### src/rtl/dp_arbiter.sv
// Two-requester arbiter that sequences a shared datapath through load/exec/capture.
// Define DP_ARB_RR_EN for round-robin arbitration; the default build uses fixed priority (req0 wins).
module dp_arbiter #(
  parameter int WIDTH = 16,
  parameter int OPW   = 3
) (
  input  logic             clk,
  input  logic             clear,
  input  logic             req0,
  input  logic             req1,
  input  logic [OPW-1:0]   op0,
  input  logic [OPW-1:0]   op1,
  input  logic [WIDTH-1:0] a0,
  input  logic [WIDTH-1:0] b0,
  input  logic [WIDTH-1:0] a1,
  input  logic [WIDTH-1:0] b1,
  output logic             gnt0,
  output logic             gnt1,
  output logic             done0,
  output logic             done1,
  output logic [WIDTH-1:0] result,
  output logic             busy,
  output logic [2:0]       state,
  output logic [WIDTH-1:0] dp_din,
  output logic             dp_we,
  output logic             dp_w1,
  output logic [OPW-1:0]   dp_ms,
  input  logic [WIDTH-1:0] dp_alu
);

  typedef enum logic [2:0] {
    IDLE  = 3'd0,
    LOADA = 3'd1,
    LOADB = 3'd2,
    EXEC  = 3'd3,
    CAPT  = 3'd4,
    DONE  = 3'd5
  } state_e;

  state_e           state_q, state_d;
  logic             win_q, win_d;
  logic [OPW-1:0]   op_q, op_d;
  logic [WIDTH-1:0] a_q, a_d;
  logic [WIDTH-1:0] b_q, b_d;
  logic [WIDTH-1:0] result_q, result_d;
  logic             pick;
  logic             active;

`ifdef DP_ARB_RR_EN
  logic last_q, last_d;

  // last_q = 1 means requester 1 was served last, so requester 0 wins the next tie
  assign pick = (req0 & req1) ? ~last_q : ~req0;
`else
  assign pick = ~req0;
`endif

  always_comb begin
    state_d  = state_q;
    win_d    = win_q;
    op_d     = op_q;
    a_d      = a_q;
    b_d      = b_q;
    result_d = result_q;
`ifdef DP_ARB_RR_EN
    last_d   = last_q;
`endif
    dp_din   = '0;
    dp_we    = 1'b0;
    dp_w1    = 1'b0;
    dp_ms    = '0;
    case (state_q)
      IDLE: begin
        if (req0 | req1) begin
          win_d   = pick;
          op_d    = pick ? op1 : op0;
          a_d     = pick ? a1 : a0;
          b_d     = pick ? b1 : b0;
`ifdef DP_ARB_RR_EN
          last_d  = pick;
`endif
          state_d = LOADA;
        end
      end
      LOADA: begin
        dp_din  = a_q;
        dp_we   = 1'b1;
        state_d = LOADB;
      end
      LOADB: begin
        dp_din  = b_q;
        dp_we   = 1'b1;
        dp_w1   = 1'b1;
        state_d = EXEC;
      end
      EXEC: begin
        dp_ms   = op_q;
        state_d = CAPT;
      end
      CAPT: begin
        dp_ms    = op_q;
        result_d = dp_alu;
        state_d  = DONE;
      end
      DONE:    state_d = IDLE;
      default: state_d = IDLE;
    endcase
  end

  always_ff @(posedge clk or negedge clear) begin
    if (!clear) begin
      state_q  <= IDLE;
      win_q    <= 1'b0;
      op_q     <= '0;
      a_q      <= '0;
      b_q      <= '0;
      result_q <= '0;
`ifdef DP_ARB_RR_EN
      last_q   <= 1'b1;
`endif
    end else begin
      state_q  <= state_d;
      win_q    <= win_d;
      op_q     <= op_d;
      a_q      <= a_d;
      b_q      <= b_d;
      result_q <= result_d;
`ifdef DP_ARB_RR_EN
      last_q   <= last_d;
`endif
    end
  end

  assign active = (state_q == LOADA) || (state_q == LOADB) || (state_q == EXEC) ||
                  (state_q == CAPT)  || (state_q == DONE);
  assign gnt0   = active & ~win_q;
  assign gnt1   = active & win_q;
  assign done0  = (state_q == DONE) & ~win_q;
  assign done1  = (state_q == DONE) & win_q;
  assign busy   = (state_q != IDLE);
  assign state  = state_q;
  assign result = result_q;

endmodule

### config.mk
export PLATFORM = sky130hd
export DESIGN_NAME = dp_arbiter
export DESIGN_NICKNAME = d
export VERILOG_FILES = /design/src/rtl/dp_arbiter.sv
export SDC_FILE = /design/constraint.sdc
export NUM_CORES = 1
export LEC_CHECK = 0
export BUFFER_PORTS_ARGS = -buffer_cell sky130_fd_sc_hd__buf_4
export CAP_MARGIN = 5
export CORE_ASPECT_RATIO = 0.75
export CORE_MARGIN = 2
export CORE_UTILIZATION = 50
export DETAILED_ROUTE_END_ITERATION = 7
export PLACE_DENSITY = 0.85
export SYNTH_ARGS = -nofsm -noshare
export SYNTH_HDL_FRONTEND = slang
export SYNTH_SLANG_ARGS = --single-unit
### constraint.sdc
create_clock -name clk -period 2.6 [get_ports clk]
set_clock_uncertainty 0.1 [all_clocks]
set_input_delay 0.52 -clock clk [delete_from_list [all_inputs] [get_ports clk]]
set_output_delay 0.52 -clock clk [all_outputs]
set_load 0.01 [all_outputs]
* Yosys cells after proc, flatten, opt, wreduce, memory -nomap -nowiden
Index checks and enable logic that the tools add are counted.
** Operators by class
- Multiplexer cells :: 9
- Equal/unequal tests :: 6
- Reductions and logical operators :: 9
- Bitwise logic cells :: 7
** Operators with widths (count)
- 16-bit 2-to-1 mux :: 2
- 16-bit case mux with 2 select lines :: 1
- 3-bit case mux with 5 select lines :: 1
- 3-bit 2-to-1 mux :: 3
- 3-bit by 2-bit == test with 1-bit output, second input constant :: 2
- 3-bit == test, second input constant :: 2
- 1-bit bitwise AND :: 4
- 1-bit logical OR :: 4
- 2-bit OR reduction :: 2
- 3-bit by 1-bit == test with 1-bit output, second input constant :: 1
- 3-bit logical NOT :: 1
- 3-bit nonzero test :: 1
- 1-bit 2-to-1 mux :: 2
- 2-bit inequality test, second input constant :: 1
- 1-bit inverter :: 2
- 2-bit AND reduction :: 1
- 1-bit OR :: 1
** Storage, ports and cells
- Input bits :: 90
- Bits in registers :: 55

* Logic depth before layout (Yosys ltp)
- Depth in word-level cells :: 6
- Depth in mapped cells :: 6
- Gate-level depth less buffers :: 4

* Worst setup path before layout
OpenSTA, ideal clock, no wires.
- Path kind :: register to output
- Start point :: register state_q[0] (netlist: state[0])
- End point :: output port dp_din[10]
- Cell stages (with the launch flop) :: 5
- Setup slack :: 0.557 ns
- Required time :: 1.980 ns
- Path buffers :: 2
- Arrival time :: 1.423 ns
- Cells stage by stage :: dfrtp_1 buf_2 nor3b_2 buf_2 a22o_1
** On the way
- Cells in the longest elaborated chain, start to end :: 2
- Elaborated cells between the ends (all ways) :: 3
- Those cells by class :: 2 x eq/ne; 1 x mux
** Ends and longest elaborated chain
- from (decl) :: RTL line 40 : state_e state_q, state_d;
- from (signal assigned) :: RTL line 122 : state_q <= state_d;
- 3-bit by 2-bit == test with 1-bit output or 3-bit by 1-bit == test with 1-bit output (tied branches) :: RTL line 72 : case (state_q)
- 16-bit case mux with 2 select lines (*) :: RTL line 72
- to (decl) :: RTL line 24 : output logic [WIDTH-1:0] dp_din,
Every way passes the cells marked *; elsewhere a longest branch is shown, timed or not.

* Worst setup path after layout
- Start point :: register state_q[2] (netlist: state[2])
- End point :: output port dp_din[3]
The elaborated chain is that of the path after synthesis.

==> qor.txt <==
Reg area: 0.001378 sq mm
Die area: 0.006466 sq mm
Drt wl/cell: 15.79 um
Share of cells above drive strength 1: 0.7325
Synth warn: 0
Main synth FF type: dfrtp_1
Final Cycle Share: 0.9193
Post-Route WL: 6428 um
Multi-input logic area: 0.001415 sq mm
Initial Util: 0.5085
Remaining global-route overflow: 0
Clock Pin Slew Worst Setup and Hold Paths: 0.09 ns
PortBufs: 134
Post-synth EDFFs: 0
Vias per inst: 5.140
Post-CTS repair timing setup buffer count: 0
Req. time, crit path: 1.98 ns
Worst setup EP type: output port
Post-DP HPWL: 4780 um
TNS Setup: 0 ns
Average size of a mapped cell: 15.03 sq um
Area share of the largest cell type after synthesis: 0.4719
Unrepaired setup endpoints after global routing: false
Sequential share of the synthesized area: 0.4719
Asr flop ratio synth: 1.000
Antenna Cells: 0
Routability Congestion: 0.8232
Clock Root Buffer: clkbuf_8
Starting DRT DRC Count: 38
Net Count, Synth: 284
CTS tree: done
Top cells by count, synth: dfrtp_1 (55), mux2_2 (54), mux2_4 (30)
Max_cap viols: 0
# rows: 24
Hold Slack: 0.1651 ns
Worst Max-Slew Pin Slew: 0.6863 ns
Antenna violations before repair: 0
Fin. Hold Viols: 0
Setup Crit Path Kind: register to output port
Synth top area cells: dfrtp_1 (47%), mux2_2 (21%), mux2_4 (15%), a22o_1 (4.8%), buf_12 (2.1%)
Worst reg-to-reg setup slack: 0.50 ns
Final min period: 2.390 ns
Dominant cell type by area after synthesis: dfrtp_1
Fin area: 0.004053 sq mm
Top-count cell post-synth: dfrtp_1
Area Overhead vs Synth: 38.95%
Area post-placement: 0.003958 sq mm
Drt first pass iters: 4
All-layer global routing usage: 0.2068
First-pass GRT wire length: 10540 um
Peak VDD IR: 0.5861 mV
Slew Viols, Final: 0
# IOs: 135
Post-synth cell types: 25
Core Area: 0.005736 sq mm
Vias in the first global route: 2239
CP Launch Type: register
Synthesized netlist cell count: 194
Post-route ant nets: 0
CTS Buffer Depth: 2
Die height: 70.14 um
P per Cell Area: 1085 mW/mm^2
Worst Path Arrival: 1.77 ns
Clock insertion delay at the later pin of the skew report: 0.29 ns
Post-route setup slack: 0.2099 ns
Routed vias: 2092
F_max: 418.4 MHz
Pin count of the biggest net entering global routing: 56
Fill cells: 420
Detailed-route DRC error count: 0
Final Total Pwr: 4.395 mW
Cell Area, Synth: 0.002917 sq mm
Fin nets: 419
CTS Sinks: 55
Dpl ws: 0.4854 ns
Status: finished, final reports clean
Flops & latches, synth: 55
Hold Path Class: input port to async pin
Setup-failing EPs final: 0
H-tree Lvls: 2
CTS Buf Count: 5
Worst-path fanout max: 12
Max-slew headroom: 0.5425
Leakage: 1.970 nW
Die width: 92.19 um
==> logic make-up (layout without fill, tap and decap cells) <==
logic type,count (synthesis),after routing,share of synthesized area
buffers and inverters,14,149,0.04504
AOI/OAI and AO/OA,20,20,0.05663
DFF,55,55,0.4719
muxes,86,86,0.3707
and+or+nand+nor,19,19,0.05577
==> critical path, stage by stage (launching register included) <==
cell and delay (ns):
dfrtp_1 0.54, nor3b_2 0.38, buf_4 0.26, a22o_1 0.16, buf_4 0.12
==> sequential cells by signal (all words and copies together), names as in the netlist <==
| name | cells |
|---|---|
| b_q | 16 |
| state | 3 |
| a_q | 16 |
| win_q | 1 |
| op_q | 3 |
| result | 16 |
==> path summary, 6_finish.rpt <==
kind,start,endpoint,cells after the start
min,clear,b_q[6],1
min in group clk,dp_alu[8],result[8],2
max in group asynchronous,clear,state[1],1
max reg2reg,state[2],b_q[3],5
max,state[2],dp_din[3],4
min reg2reg,result[8],result[8],1
==> what timing repair did <==
action | CTS | global route
resized for setup | 0 | 2
endpoints found under the setup margin | 0 | 4
hold buffers | 0 | 0
==> metrics by stage <==
stage,std cells,utilization
detailed placement,400,0.6900
CTS,407,0.7053
global placement,400,0.6900
global route,407,0.7066
floorplan,194,-
finish,407,0.7066
==> metal layers <==
metal / GRT usage / wire [um] / up-vias
met5: 0 / 0 / -
met4: 0.04478 / 32 / 0
met3: 0.06149 / 473 / 4
met2: 0.3415 / 3058 / 82
met1: 0.2721 / 2863 / 1024
li1: - / - / 982
==> where the power goes <==
part / leakage [nW] / switching [mW] / total (mW) / internal (mW)
Sequential: 0.651 / 0.323 / 1.62 / 1.30
Clock: 0.0470 / 0.255 / 0.465 / 0.210
Combinational: 1.27 / 0.862 / 2.31 / 1.45
Total: 1.97 / 1.44 / 4.40 / 2.95
==> layout make-up <==
| type | count | area share |
|---|---|---|
| well taps | 78 | 0.02408 |
| repair buffers | 141 | 0.2643 |
| clock inverters | 1 | 0.001235 |
| multi-input cells | 125 | 0.3492 |
| flip-flops and latches | 55 | 0.3399 |
| clock buffers | 6 | 0.02038 |
| inverters | 1 | 0.0009262 |
==> placed cells by master, fill, tap and decap left out <==
master,count
buf_4,140
mux2_2,54
dfrtp_1,54
mux2_4,30
a22o_1,16
clkbuf_8,6
nand2_1,3
and2_1,3
nor3b_4,2
or2_2,2
nor2_1,2
mux2_1,2
a21oi_1,2
nor3b_2,1
o21bai_1,1
nor3_4,1
inv_2,1
and3_1,1
nor4bb_1,1
and4b_1,1
nor2_8,1
nor4_1,1
a211oi_1,1
clkinv_2,1
buf_12,1
dfrtp_2,1
No activity file was read; power rests on OpenSTA's default activity.
